### src/rtl/instr_sequencer_if.sv
// rtl/instr_sequencer_if.sv - control/handshake bundle between the core datapath and instr_sequencer
// The step input exists only when SEQ_SINGLE_STEP_EN is defined.
interface instr_sequencer_if #(
  parameter int CNT_W = 16
);
  logic             start;
  logic             halt_req;
  logic [3:0]       opcode;
  logic             reg_wr_dec;
  logic             jump_dec;
  logic             jal_dec;
  logic             imem_ready;
  logic             dmem_ready;
  logic             alu_done;
`ifdef SEQ_SINGLE_STEP_EN
  logic             step;
`endif
  logic             imem_req;
  logic             ir_load;
  logic             alu_start;
  logic             dmem_rd_en;
  logic             dmem_wr_en;
  logic             rf_wr_en;
  logic             pc_en;
  logic             pc_sel;
  logic [2:0]       state;
  logic [CNT_W-1:0] retire_cnt;
  logic             err;

  modport master (
    output start, halt_req, opcode, reg_wr_dec, jump_dec, jal_dec,
           imem_ready, dmem_ready, alu_done,
    input  imem_req, ir_load, alu_start, dmem_rd_en, dmem_wr_en, rf_wr_en,
           pc_en, pc_sel, state, retire_cnt, err
`ifdef SEQ_SINGLE_STEP_EN
    , output step
`endif
  );

  modport slave (
    input  start, halt_req, opcode, reg_wr_dec, jump_dec, jal_dec,
           imem_ready, dmem_ready, alu_done,
    output imem_req, ir_load, alu_start, dmem_rd_en, dmem_wr_en, rf_wr_en,
           pc_en, pc_sel, state, retire_cnt, err
`ifdef SEQ_SINGLE_STEP_EN
    , input step
`endif
  );
endinterface

### src/rtl/instr_sequencer.sv
// rtl/instr_sequencer.sv - multi-cycle FETCH/DECODE/EXEC/MEM/WB control FSM for the 16-bit RISC core
// Define SEQ_SINGLE_STEP_EN to park in IDLE after every retire until start or step.
module instr_sequencer #(
  parameter int TIMEOUT_CYC = 15,
  parameter int CNT_W       = 16
) (
  input  logic             clk,
  input  logic             rst,
  instr_sequencer_if.slave bus
);
  typedef enum logic [2:0] {
    S_IDLE   = 3'd0,
    S_FETCH  = 3'd1,
    S_DECODE = 3'd2,
    S_EXEC   = 3'd3,
    S_MEM    = 3'd4,
    S_WB     = 3'd5,
    S_ERR    = 3'd7
  } state_t;

  localparam logic [3:0] OP_NOP = 4'b0000;
  localparam logic [3:0] OP_MUL = 4'b0011;
  localparam logic [3:0] OP_DIV = 4'b0110;
  localparam logic [3:0] OP_LD  = 4'b1100;
  localparam logic [3:0] OP_ST  = 4'b1101;
  localparam logic [7:0] WAIT_LAST = 8'(TIMEOUT_CYC - 1);

  state_t           state_q, state_d;
  logic [7:0]       wait_q, wait_d;
  logic [CNT_W-1:0] retire_q, retire_d;
  logic             err_q, err_d;

  logic is_alu, is_ld, is_st, go, park, retire;

  assign is_alu = (bus.opcode == OP_MUL) || (bus.opcode == OP_DIV);
  assign is_ld  = (bus.opcode == OP_LD);
  assign is_st  = (bus.opcode == OP_ST);

`ifdef SEQ_SINGLE_STEP_EN
  assign go   = bus.start | bus.step;
  assign park = 1'b1;
`else
  assign go   = bus.start;
  assign park = bus.halt_req;
`endif

  always_comb begin
    state_d  = state_q;
    wait_d   = wait_q;
    retire_d = retire_q;
    err_d    = err_q;
    retire   = 1'b0;
    case (state_q)
      S_IDLE:   if (go) state_d = S_FETCH;
      S_FETCH: begin
        if (bus.imem_ready)          state_d = S_DECODE;
        else if (wait_q == WAIT_LAST) state_d = S_ERR;
        else                         wait_d  = wait_q + 8'd1;
      end
      S_DECODE: begin
        if (bus.opcode == OP_NOP) retire  = 1'b1;
        else                      state_d = S_EXEC;
      end
      S_EXEC: begin
        if (!is_alu || bus.alu_done)  state_d = (is_ld || is_st) ? S_MEM : S_WB;
        else if (wait_q == WAIT_LAST) state_d = S_ERR;
        else                          wait_d  = wait_q + 8'd1;
      end
      S_MEM: begin
        if (bus.dmem_ready) begin
          if (is_st) retire  = 1'b1;
          else       state_d = S_WB;
        end else if (wait_q == WAIT_LAST) state_d = S_ERR;
        else                              wait_d  = wait_q + 8'd1;
      end
      S_WB:     retire = 1'b1;
      S_ERR:    state_d = S_ERR;
      default:  state_d = S_IDLE;
    endcase
    if (retire) begin
      retire_d = retire_q + CNT_W'(1);
      state_d  = park ? S_IDLE : S_FETCH;
    end
    // The wait counter measures time spent in one state only.
    if (state_d != state_q) wait_d = '0;
    if (state_d == S_ERR)   err_d  = 1'b1;
  end

  always_ff @(posedge clk or posedge rst) begin
    if (rst) begin
      state_q  <= S_IDLE;
      wait_q   <= '0;
      retire_q <= '0;
      err_q    <= 1'b0;
    end else begin
      state_q  <= state_d;
      wait_q   <= wait_d;
      retire_q <= retire_d;
      err_q    <= err_d;
    end
  end

  // Enables are qualified by the registered state so none can leak outside its state.
  assign bus.imem_req   = (state_q == S_FETCH);
  assign bus.ir_load    = (state_q == S_FETCH) && bus.imem_ready;
  assign bus.alu_start  = (state_q == S_EXEC) && is_alu && (wait_q == '0);
  assign bus.dmem_rd_en = (state_q == S_MEM) && is_ld;
  assign bus.dmem_wr_en = (state_q == S_MEM) && is_st;
  assign bus.rf_wr_en   = (state_q == S_WB) && bus.reg_wr_dec && !is_st;
  assign bus.pc_en      = ((state_q == S_DECODE) && (bus.opcode == OP_NOP)) ||
                          (state_q == S_WB) ||
                          ((state_q == S_MEM) && is_st && bus.dmem_ready);
  assign bus.pc_sel     = (state_q == S_WB) && (bus.jump_dec || bus.jal_dec);
  assign bus.state      = state_q;
  assign bus.retire_cnt = retire_q;
  assign bus.err        = err_q;
endmodule

### src/flat_wrapper.sv
// flat-port wrapper written by rule: the top's interface ports become plain ports
module instr_sequencer_flat 
#(
  parameter int TIMEOUT_CYC = 15,
  parameter int CNT_W       = 16
)
  (clk, rst, bus_start, bus_halt_req, bus_opcode, bus_reg_wr_dec, bus_jump_dec, bus_jal_dec, bus_imem_ready, bus_dmem_ready, bus_alu_done, bus_imem_req, bus_ir_load, bus_alu_start, bus_dmem_rd_en, bus_dmem_wr_en, bus_rf_wr_en, bus_pc_en, bus_pc_sel, bus_state, bus_retire_cnt, bus_err);
  instr_sequencer_if #(.CNT_W(CNT_W)) bus_i ();
  input  logic clk;
  input  logic rst;
  input wire logic [$bits(bus_i.start)-1:0] bus_start;
  input wire logic [$bits(bus_i.halt_req)-1:0] bus_halt_req;
  input wire logic [$bits(bus_i.opcode)-1:0] bus_opcode;
  input wire logic [$bits(bus_i.reg_wr_dec)-1:0] bus_reg_wr_dec;
  input wire logic [$bits(bus_i.jump_dec)-1:0] bus_jump_dec;
  input wire logic [$bits(bus_i.jal_dec)-1:0] bus_jal_dec;
  input wire logic [$bits(bus_i.imem_ready)-1:0] bus_imem_ready;
  input wire logic [$bits(bus_i.dmem_ready)-1:0] bus_dmem_ready;
  input wire logic [$bits(bus_i.alu_done)-1:0] bus_alu_done;
  output wire logic [$bits(bus_i.imem_req)-1:0] bus_imem_req;
  output wire logic [$bits(bus_i.ir_load)-1:0] bus_ir_load;
  output wire logic [$bits(bus_i.alu_start)-1:0] bus_alu_start;
  output wire logic [$bits(bus_i.dmem_rd_en)-1:0] bus_dmem_rd_en;
  output wire logic [$bits(bus_i.dmem_wr_en)-1:0] bus_dmem_wr_en;
  output wire logic [$bits(bus_i.rf_wr_en)-1:0] bus_rf_wr_en;
  output wire logic [$bits(bus_i.pc_en)-1:0] bus_pc_en;
  output wire logic [$bits(bus_i.pc_sel)-1:0] bus_pc_sel;
  output wire logic [$bits(bus_i.state)-1:0] bus_state;
  output wire logic [$bits(bus_i.retire_cnt)-1:0] bus_retire_cnt;
  output wire logic [$bits(bus_i.err)-1:0] bus_err;
  assign bus_i.start = bus_start;
  assign bus_i.halt_req = bus_halt_req;
  assign bus_i.opcode = bus_opcode;
  assign bus_i.reg_wr_dec = bus_reg_wr_dec;
  assign bus_i.jump_dec = bus_jump_dec;
  assign bus_i.jal_dec = bus_jal_dec;
  assign bus_i.imem_ready = bus_imem_ready;
  assign bus_i.dmem_ready = bus_dmem_ready;
  assign bus_i.alu_done = bus_alu_done;
  assign bus_imem_req = bus_i.imem_req;
  assign bus_ir_load = bus_i.ir_load;
  assign bus_alu_start = bus_i.alu_start;
  assign bus_dmem_rd_en = bus_i.dmem_rd_en;
  assign bus_dmem_wr_en = bus_i.dmem_wr_en;
  assign bus_rf_wr_en = bus_i.rf_wr_en;
  assign bus_pc_en = bus_i.pc_en;
  assign bus_pc_sel = bus_i.pc_sel;
  assign bus_state = bus_i.state;
  assign bus_retire_cnt = bus_i.retire_cnt;
  assign bus_err = bus_i.err;
  instr_sequencer #(.TIMEOUT_CYC(TIMEOUT_CYC), .CNT_W(CNT_W)) u_core (.clk(clk), .rst(rst), .bus(bus_i));
endmodule
### config.mk
export PLATFORM = sky130hd
export DESIGN_NAME = instr_sequencer_flat
export DESIGN_NICKNAME = d
export VERILOG_FILES = /design/src/rtl/instr_sequencer_if.sv /design/src/rtl/instr_sequencer.sv /design/src/flat_wrapper.sv
export SDC_FILE = /design/constraint.sdc
export NUM_CORES = 1
export LEC_CHECK = 0
export ABC_AREA = 1
export BUFFER_PORTS_ARGS = -buffer_cell sky130_fd_sc_hd__buf_4
export CAP_MARGIN = 20
export CORE_MARGIN = 3
export CORE_UTILIZATION = 30
export DETAILED_ROUTE_END_ITERATION = 7
export GPL_ROUTABILITY_DRIVEN = 0
export PLACE_DENSITY = 0.47
export SYNTH_ARGS = -nofsm -noshare
export SYNTH_HDL_FRONTEND = slang
export SYNTH_SLANG_ARGS = --single-unit
### constraint.sdc
create_clock -name clk -period 4.1 [get_ports clk]
set_input_delay 0.205 -clock clk [delete_from_list [all_inputs] [get_ports clk]]
set_output_delay 0.205 -clock clk [all_outputs]
set_load 0.005 [all_outputs]
* Word-level counts from Yosys, hierarchy flattened
Cells that the tools add are included.
** Word-level totals
- Bits in registers :: 28
- Output and inout port bits :: 28
** Cells by class
- $add $sub $neg :: 2
- Equal/unequal tests :: 16
- Multiplexer cells :: 21
- Reductions and logical operators :: 23
** Operators by type and width (count)
- $mux W8 :: 5
- $mux W3 :: 8
- $pmux W8 S3 :: 1
- $pmux W3 S7 :: 1
- $add A16 B1 Y16 const B :: 1
- $eq A3 B3 Y1 const B :: 4
- $logic_and A1 B1 Y1 :: 10
- $add A8 B1 Y8 const B :: 1
- $eq A4 B4 Y1 const B :: 2
- $eq A8 B4 Y1 const B :: 1
- $logic_not A8 Y1 :: 1
- $eq A3 B2 Y1 const B :: 2
- $logic_or A1 B1 Y1 :: 6
- $ne A3 B2 Y1 const B :: 2
- $mux W1 :: 5
- $eq A4 B2 Y1 const B :: 1
- $eq A4 B3 Y1 const B :: 1
- $logic_not A4 Y1 :: 1
- $reduce_and A4 Y1 :: 1
- $reduce_bool A4 Y1 :: 1
- $eq A3 B1 Y1 const B :: 1
- $logic_not A3 Y1 :: 1
- $ne A3 B3 Y1 :: 1
- $ne A3 B3 Y1 const B :: 1
- other kinds (2) :: 3

* Depth between registers and ports, before layout
Gate-level depths: netlist (run 1).
- Depth after elaboration :: 10
- Gate-level depth with buffers :: 15

* Worst setup path before layout (run 1)
No wires, ideal clock.
- Path kind :: reg2reg
- Start point :: reg u_core.state_q[0] (netlist: u_core.bus.state[0])
- End point :: reg u_core.wait_q[4]
- Data arrival time :: 1588 ps
- Required time :: 3980 ps
- Setup slack :: 2392 ps
- Stages on the path, launching flop included :: 12
- Path buffers :: 1
- Clock period less this slack :: 1708 ps
- Cell sequence :: dfrtp_1 buf_6 nor2_1 nand2_1 nand3b_1 nand2_2 inv_4 or2_1 nand3_2 nand2_2 nand2_4 nor2_1
** Between the ends
- Word-level cells in the longest chain between the ends :: 7
- Elaborated cells between the ends (all ways) :: 25
** Ends and longest elaborated chain
- start, declared :: RTL line instr_sequencer.sv:28 : state_t state_q, state_d;
- start signal, assigned :: RTL line instr_sequencer.sv:96 : state_q <= state_d;
- $mux W3 (on tied branches)
- $mux W3 (on tied branches) :: RTL line instr_sequencer.sv:70, instr_sequencer.sv:56, instr_sequencer.sv:65
- $pmux W3 S7 :: RTL line instr_sequencer.sv:53 : case (state_q)
- $mux W3 :: RTL line instr_sequencer.sv:80 : if (retire) begin
- $ne A3 B3 Y1 :: RTL line instr_sequencer.sv:85 : if (state_d != state_q) wait_d = '0;
- $ne A3 B3 Y1 (no source line) (tied with other cells)
- $reduce_and A4 Y1 (no source line)
- end signal, assigned :: RTL line instr_sequencer.sv:97 : wait_q <= wait_d;
- end, declared :: RTL line instr_sequencer.sv:29 : logic [7:0] wait_q, wait_d;
Several ways; a longest one is shown, not always the timed one.
A chain may end at the register's enable or synchronous reset.

* Worst setup path in the final report (run 1)
- Start point :: reg u_core.state_q[0] (netlist: u_core.bus.state[0])
- End point :: reg u_core.retire_q[13] (netlist: u_core.bus.retire_cnt[13])
** Between the ends
- Word-level cells in the longest chain between the ends :: 2
- Elaborated cells between the ends (all ways) :: 4
** Ends and longest elaborated chain
- $eq A3 B3 Y1 / $eq A3 B2 Y1 (equally long branches) :: RTL line instr_sequencer.sv:53
- $pmux W1 S3 (*) :: RTL line instr_sequencer.sv:53
- end signal, assigned :: RTL line instr_sequencer.sv:98 : retire_q <= retire_d;
- end, declared :: RTL line instr_sequencer.sv:30 : logic [CNT_W-1:0] retire_q, retire_d;
Mark *: on every way between the ends. The rest lies on a longest branch, timed or not.

==> results.yml, run 1 <==
sta:
  report.final.slew_viol_count: 0
  finClkSkew_ns: 0.00104
  rsz0062_at_grt: "false"
  max_freq_mhz: 468
  setup_violations: 0
  finalCritPeriodShare: 0.521
  hold_viol_final: 0
  fin_tns_setup_ns: 0
  max-slew-margin-rel: 0.654
  worstMarginPinSlew_ns: 0.519
  finalCriticalPeriod_ns: 2.14
critical_path:
  cp_common_cell: "nand2_1"
  crit_arrival_ns: 2.30
  cp.required_ns: 4.27
  criticalPathCategory: "reg -> reg"
  crit_fanout: 14
  critical_path.startpoint_type: "flip-flop"
  cp_cell_sequence: "nor2_1 -> nand2_1 -> nand3b_1 -> nand2_2 -> nand3_2 -> nor2_4 -> nand2_2 -> nor2_1 -> nand2_1 -> nand2_1 -> nand2_1"
  slowest_stage: "dfrtp_1"
  cpPeakStageDelay_ns: 0.53
  end_kind: "flip-flop"
  critPathTopFamily: "simple AND/OR/NAND/NOR gates"
  cp_num_buf_inv: 0
yosys:
  syn_area_sq_um: 1840
  synth_warnings: 0
  ys_types: 28
  synth_nets: 268
  synth.area.top_cells: "dfrtp_1, nand2_1, xor2_1"
  synth_area_per_cell_sq_um: 7.34
  ys_seq_elements: 28
  yosysTopAreaCell: "dfrtp_1"
  yosysSeqAreaShare: 0.382
  synthCells: 250
  netlist.area_leader.share: 0.382
power_and_ir_drop:
  clkPwrFrac: 0.144
  p_int_mw: 0.654
  combPwrFrac: 0.495
  powerDensity_nw_per_um2: 499
  irDropWorstVdd_v: 0.000302
  seq_power_share: 0.360
  p_sw_frac: 0.430
  p_switching_mw: 0.493
  p_leak_nw: 1.18
layout:
  area_growth_pct: 25.3
  final_common_cell: "nand2_1"
  num_antenna_cells: 0
  final_cell_mix: "nand2_1, buf_4, inv_1"
  multi_input_area_sq_um: 971
  post-route-util: 0.403
  n_fill_cell: 593
  fin_nets: 313
  drive_above_1_share: 0.224
  seq_area_sq_um: 701
floorplan:
  rows: 27
  core_sq_um: 5710
  start_util: 0.321
  dieArea_sq_um: 7090
  die_h_um: 84.2
  io_pins: 42
  dieWidth_um: 84.2
global_route:
  grt_pass1_vias: 1534
  overflow: 0
  grt_start_max_net_pins: 18
  grt_pass1_wl_um: 7130
  globalRouteTotalUtil: 0.121
  antenna_found_initial: 0
cts:
  path_clk_slew_ns: 0.09
  post_cts_buffers: 0
  insertion_delay_ns: 0.27
  ctsRootBufferMaster: "clkbuf_8"
  cts_repair_resize_count: 0
  ctsHtreeMaxLevel: 1
  clockBufferDepth: 2
  cts_tree: "yes"
  cts.sinks: 28
  tritoncts.num_buffers: 3
routing:
  wirelength_um: 4120
  drc: 0
  viasPerCell: 4.42
  firstDrtPassIters: 4
  antenna_left: 0
  vias: 1619
  drtIter0Drc: 68
  wire_per_inst_um: 11.2
flow_run:
  maxCapViolCount: 0
placed_design:
  hpwl_um: 3360
  port_buffers: 41
min_path:
  hold_class: "in -> reg"
run_status:
  status: "completed"
==> worst reg2reg max path, stage by stage, from the launching register on <==
cell and delay (ns):
dfrtp_1 0.53, nor2_1 0.18, nand2_1 0.12, nand3b_1 0.22, nand2_2 0.29, nand3_2 0.18, nor2_4 0.14, nand2_2 0.08
nor2_1 0.13, nand2_1 0.06, nand2_1 0.05, nand2_1 0.05
==> cells by family (layout without fill, tap and decap cells) <==
kind of cell	after synthesis	in the layout	synth area share
simple gates	149	149	0.376
buf+inv	39	83	0.0893
flops	28	28	0.382
xor+xnor	19	19	0.0907
compound gates	11	11	0.0348
fa+ha+maj	4	4	0.0273
==> timing repair <==
item	in CTS	in global routing
hold buffers	1	0
hold endpoints to repair	11	0
setup endpoints to repair	0	0
==> power by group through the flow <==
| stage | Combinational (mW) | Clock (mW) | Sequential, mW |
|---|---|---|---|
| after floorplan | 0.412 | 0 | 0.388 |
| after global placement | 0.581 | 0 | 0.420 |
| after detailed placement | 0.571 | 0 | 0.419 |
| after CTS | 0.576 | 0.174 | 0.413 |
| after global routing | 0.648 | 0.184 | 0.427 |
| final | 0.568 | 0.165 | 0.413 |
==> worst paths after layout <==
path / start / to / slack (ns) / cells past startpoint
min in group asynchronous: rst / u_core.bus.retire_cnt[15] / 0.52 / 3
min: bus_halt_req / u_core.bus.state[0] / 0.26 / 3
max reg2reg: u_core.bus.state[0] / u_core.bus.retire_cnt[13] / 1.96 / 11
max in group asynchronous: rst / u_core.bus.retire_cnt[3] / 3.12 / 4
max: u_core.bus.state[0] / u_core.bus.retire_cnt[13] / 1.96 / 11
min reg2reg: u_core.bus.err / u_core.bus.err / 0.47 / 1
==> state kept, by name, indices dropped and copies added (netlist names) <==
signal	count
u_core.bus.retire_cnt	16
u_core.bus.state	3
u_core.wait_q	8
u_core.bus.err	1
==> per-stage QoR <==
step | worst slack [ns] | cells | area [sq um] | hold WS [ns] | power, mW
after floorplan | 2.39 | 250 | 1840 | 0.270 | 0.800
after global placement | 1.95 | 360 | 2210 | 0.447 | 1.00
after detailed placement | 1.95 | 361 | 2230 | 0.277 | 0.990
after CTS | 1.93 | 366 | 2300 | 0.246 | 1.16
after global routing | 1.74 | 366 | 2300 | 0.277 | 1.26
final | 1.96 | 366 | 2300 | 0.260 | 1.15
==> final cells by class <==
class,count,area share
Timing Repair Buffer,43,0.150
Multi-Input combinational cell,183,0.422
Tap cell,72,0.0392
Sequential cell,28,0.305
Inverter,36,0.0598
Clock buffer,4,0.0239
==> cells in the mapped netlist, drive strengths merged <==
library cell,n
nor3,9
dfrtp,28
inv,36
a21boi,1
ha,4
o21a,1
a21o,1
nand3b,2
buf,3
nor4,2
xnor2,4
nand3,20
a31oi,1
nor2,40
a21oi,1
xor2,15
nand4,2
or2,1
nand2,73
o21ai,6
==> layer usage <==
metal | wire length, um | GRT usage
met1 | 2170 | 0.178
met5 | 0 | 0
met3 | 152 | 0.0285
met2 | 1770 | 0.181
met4 | 25 | 0.0219
Power figures use the tool's default switching activity.
==> run 2, diff against run 1 <==
Settings changed: ABC_AREA 1 to 0.
Clock period 4.1 ns to 1.98 ns, I/O delays scaled along.
==> results.yml, run 2 <==
min_path:
  min_path_cells: 3
  hold_end: "u_core.bus.state[0]"
  worstHoldStart: "bus_halt_req"
  hold_class: "in -> reg"
yosys:
  synth_most_common_cell: "dfrtp_1"
  synth_edf_count: 0
  synth-compound-area-share: 0.137
  yosysTopAreaCell: "dfrtp_1"
  synth_xor_area_frac: 0.110
  synth_area_per_cell_sq_um: 10.2
  synth_top_flop_cell: "dfrtp_1"
  synthSimpleGateAreaFrac: 0.308
  synthArstFlopShare: 1.00
  ys_types: 50
  synth.area.top_cells: "dfrtp_1, xor2_1, nor3_2"
  synthCells: 180
  synth_common_cells: "dfrtp_1, nand2_1, xor2_1, nor2_1, xnor2_1"
  synthAdderAreaFrac: 0.0273
  synth_top_family_by_area: "simple AND/OR/NAND/NOR gates"
  ys_seq_elements: 28
  synth_warnings: 0
  yosysSeqAreaShare: 0.383
  synth_mux_area_frac: 0.00615
  syn_area_sq_um: 1830
  synth_nets: 198
  netlist.area_leader.share: 0.383
flow_run:
  maxCapViolCount: 0
sta:
  finalCriticalPeriod_ns: 1.90
  max_freq_mhz: 526
  report.final.slew_viol_count: 0
  hold_viol_final: 0
  finalCritPeriodShare: 0.961
  max-slew-margin-rel: 0.741
  setup_violations: 0
  worstMarginPinSlew_ns: 0.386
  finClkSkew_ns: 0.00452
  rsz0062_at_grt: "true"
floorplan:
  rows: 27
  dieArea_sq_um: 7080
  start_util: 0.321
  core_sq_um: 5710
  die_h_um: 84.1
  io_pins: 42
  dieWidth_um: 84.1
cts:
  cts_tree: "yes"
  insertion_delay_ns: 0.27
  ctsHtreeMaxLevel: 1
  clockBufferDepth: 2
  ctsRootBufferMaster: "clkbuf_8"
  path_clk_slew_ns: 0.09
  tritoncts.num_buffers: 3
  cts.sinks: 28
global_route:
  grt_start_max_net_pins: 29
  overflow: 0
  grt_pass1_wl_um: 7390
  antenna_found_initial: 0
  globalRouteTotalUtil: 0.124
  grt_pass1_vias: 1550
critical_path:
  r2r-start: "u_core.bus.state[0]"
  r2r_end: "u_core.wait_q[6]"
  crit_fanout: 8
  cp.required_ns: 2.18
  criticalPathCategory: "reg -> reg"
  reg2regPathDepth: 6
  end_kind: "flip-flop"
  r2r_slack_ns: 0.08
  crit_arrival_ns: 2.10
  critical_path.startpoint_type: "flip-flop"
placed_design:
  port_buffers: 41
  dpl.cell_count: 308
  hpwl_um: 3380
routing:
  viasPerCell: 4.88
  firstDrtPassIters: 4
  wire_per_inst_um: 13.8
  drc: 0
  vias: 1563
  drtIter0Drc: 47
  wirelength_um: 4410
  antenna_left: 0
run_status:
  status: "completed"
layout:
  drive_above_1_share: 0.431
  area_growth_pct: 39.1
  num_antenna_cells: 0
  largest_reg_flops: 16
  final_common_cell: "buf_4"
  fin_nets: 267
  final_cell_mix: "buf_4, dfrtp_1, nand2_1"
  finalNonFillerCells: 320
power_and_ir_drop:
  total_power_mw: 2.90
  powerDensity_nw_per_um2: 1140
  irDropWorstVdd_v: 0.000525
  p_leak_nw: 1.16
[run 2: how the worst max path moves through the flow]
stage | start | end | slack [ns] | cells after the start
after detailed placement | u_core.bus.state[0] | u_core.wait_q[5] | 0.04 | 6
after floorplan | u_core.wait_q[7] | u_core.wait_q[0] | 0.09 | 6
after global placement | u_core.bus.state[0] | u_core.wait_q[1] | 0.006 | 7
after CTS | u_core.bus.state[0] | u_core.wait_q[5] | 0.02 | 6
after global routing | u_core.bus.state[0] | u_core.wait_q[4] | -0.02 | 6
final | u_core.bus.state[0] | u_core.wait_q[6] | 0.08 | 6
[run 2: area by class of cell]
class	count	area (sq um)
inverters	5	18.8
well taps	72	90.1
repair buffers	69	538
clock buffers	3	41.3
flip-flops and latches	28	703
multi-input cells	142	1120
fillers	567	3160
clock inverters	1	30.0
[run 2: report_power, final]
part           leakage (nW)  internal, mW  switching [mW]
Combinational         0.748         0.896           0.836
Clock                0.0357         0.270           0.168
Sequential            0.375         0.646          0.0860
[run 2: through the flow]
stage | TNS (ns) | utilization | hold WS (ns) | instance area (sq um) | setup slack [ns]
after global routing | -0.0567 | 0.446 | 0.307 | 2550 | -0.0180
final | 0 | 0.446 | 0.309 | 2550 | 0.0781
after detailed placement | 0 | 0.413 | 0.196 | 2360 | 0.0394
after CTS | 0 | 0.427 | 0.298 | 2440 | 0.0236
after global placement | 0 | 0.413 | 0.197 | 2360 | 0.00585
after floorplan | 0 | - | 0.164 | 1830 | 0.0941
[run 2: cells by family (layout without fill, tap and decap cells)]
group           after synthesis  count (layout)
compound gates               27              27
xor+xnor                     23              23
fa+ha+maj                     4               4
buf+inv                      10              78
flops                        28              28
mux                           1               1
simple gates                 87              87
[run 2: what timing repair did]
item | 4_1_cts | 5_1_grt
setup buffers | 0 | 7
resized for setup | 0 | 15
hold buffers | 1 | 0
setup endpoints to repair | 0 | 17
endpoints found under the hold margin | 28 | 0
[run 2: layer usage]
metal	GRT usage	share of wire
met4	0.0307	0.0075
met2	0.200	0.46
met1	0.174	0.47
met5	0	0
met3	0.0188	0.059
[run 2: critical path, stage by stage, from the launching register on]
cell and delay (ns):
dfrtp_2 0.47, or4b_4 0.55, o211ai_2 0.10, a311oi_4 0.06, a211o_1 0.32, o311a_4 0.17
nor3_2 0.16
==> run 3, diff against run 2 <==
--- a/config.mk
+++ b/config.mk
@@ -7,3 +7,2 @@
 export LEC_CHECK = 0
-export ABC_AREA = 0
 export BUFFER_PORTS_ARGS = -buffer_cell sky130_fd_sc_hd__buf_4
==> constraint.sdc (replaced) <==
create_clock -name clk -period 1.98 [get_ports clk]
set_input_delay 0.396 -clock clk [delete_from_list [all_inputs] [get_ports clk]]
set_output_delay 0.396 -clock clk [all_outputs]
set_load 0.005 [all_outputs]
==> results.yml, run 3 (synthesized netlist as in run 2, its figures left out) <==
run_status:
  status: "completed"
placed_design:
  port_buffers: 41
  hpwl_um: 3380
  dpl-instance-area_sq_um: 2410
min_path:
  hold_class: "in -> async"
critical_path:
  end_kind: "flip-flop"
  crit_start: "u_core.bus.state[2]"
  r2r-start: "u_core.bus.state[2]"
  crit_fanout: 8
  r2r_end: "u_core.wait_q[4]"
  critical_path.startpoint_type: "flip-flop"
  r2r_slack_ns: 0.04
  criticalPathCategory: "reg -> reg"
  crit_arrival_ns: 2.14
  reg2regPathDepth: 7
  cp.required_ns: 2.18
routing:
  drc: 0
  vias: 1580
  firstDrtPassIters: 4
  viasPerCell: 4.82
  drtIter0Drc: 51
  antenna_left: 0
  wirelength_um: 4410
  wire_per_inst_um: 13.5
power_and_ir_drop:
  irDropWorstVdd_v: 0.000614
  powerDensity_nw_per_um2: 1120
  p_leak_nw: 1.20
  total_power_mw: 2.95
sta:
  report.final.slew_viol_count: 0
  max_freq_mhz: 515
  max-slew-margin-rel: 0.745
  finalCriticalPeriod_ns: 1.94
  hold_viol_final: 0
  worstMarginPinSlew_ns: 0.380
  finalCritPeriodShare: 0.981
  rsz0062_at_grt: "true"
  hold_ws_ns: 0.183
  finClkSkew_ns: 0.00476
  setup_violations: 0
global_route:
  antenna_found_initial: 0
  grt_pass1_vias: 1560
  grt_start_max_net_pins: 29
  overflow: 0
  grt_pass1_wl_um: 7530
  globalRouteTotalUtil: 0.127
layout:
  largest_reg_flops: 16
  fin_nets: 275
  num_antenna_cells: 0
  final_cell_area_sq_um: 2630
  drive_above_1_share: 0.453
  area_growth_pct: 43.7
  post-route-util: 0.461
  final_cell_mix: "buf_4, dfrtp_1, nand2_1"
  final_common_cell: "buf_4"
floorplan:
  dieWidth_um: 84.1
  die_h_um: 84.1
  rows: 27
  start_util: 0.321
  core_sq_um: 5710
  io_pins: 42
  dieArea_sq_um: 7080
cts:
  clockBufferDepth: 2
  path_clk_slew_ns: 0.10
  cts_hold_buf: 0
  ctsHtreeMaxLevel: 1
  cts.sinks: 28
  cts_tree: "yes"
  ctsRootBufferMaster: "clkbuf_8"
  tritoncts.num_buffers: 3
  insertion_delay_ns: 0.27
flow_run:
  maxCapViolCount: 0
-- run 3: changes by cell type in the layout (fill, tap and decap cells not counted), moves of 2 or more --
cell / delta
or3b_4: -2
or3b_1: +2
buf_6: +3
a21oi_2: -2
buf_4: +7
a21oi_1: +2
-- run 3: critical path: stages (launching register included) --
cell      delay (ns)
dfrtp_2         0.43
buf_6           0.13
or4b_4          0.49
o211ai_4        0.10
a311oi_4        0.06
a211o_1         0.32
o311a_4         0.18
nor3_2          0.17
-- run 3: worst max-delay path by stage --
stage          cells past startpoint               end  slack (ns)
6_report                           7  u_core.wait_q[4]        0.04
5_1_grt                            8  u_core.wait_q[1]       -0.05
4_1_cts                            6    bus_dmem_rd_en      -0.004
3_5_place_dp                       6  u_core.wait_q[4]       -0.15
3_3_place_gp                       6  u_core.wait_q[5]        -0.1
2_1_floorplan                      6  u_core.wait_q[0]        0.09
-- run 3: per-layer routing --
| layer | routed length, um | up-vias | GRT usage |
|---|---|---|---|
| met5 | 0 | - | 0 |
| met3 | 208 | 2 | 0.0247 |
| met1 | 2180 | 738 | 0.177 |
| met2 | 2010 | 35 | 0.205 |
| met4 | 14 | 0 | 0.0278 |
| li1 | - | 805 | - |
-- run 3: power by group --
group	switching (mW)	internal (mW)	total, mW	leakage (nW)
Combinational	0.899	0.962	1.86	0.793
Clock	0.178	0.178	0.356	0.0288
Sequential	0.0893	0.646	0.736	0.375
-- run 3: metrics by stage --
step | setup TNS [ns] | instances | worst slack, ns
after global placement | -0.799 | 317 | -0.0992
after floorplan | 0 | 180 | 0.0941
final | 0 | 328 | 0.0377
after detailed placement | -1.10 | 317 | -0.146
after CTS | -0.00458 | 325 | -0.00442
after global routing | -0.272 | 328 | -0.0474
-- run 3: area by class of cell --
cell class	count	area (sq um)
flip-flops and latches	28	703
inverters	5	23.8
well taps	72	90.1
fillers	549	3080
repair buffers	77	609
clock buffers	4	55.1
multi-input cells	142	1150
-- run 3: repair_timing --
| item | in CTS | in global routing |
|---|---|---|
| setup endpoints to repair | 11 | 13 |
| setup buffers | 4 | 3 |
| gates resized for setup | 9 | 13 |
| pin swaps | 3 | 12 |
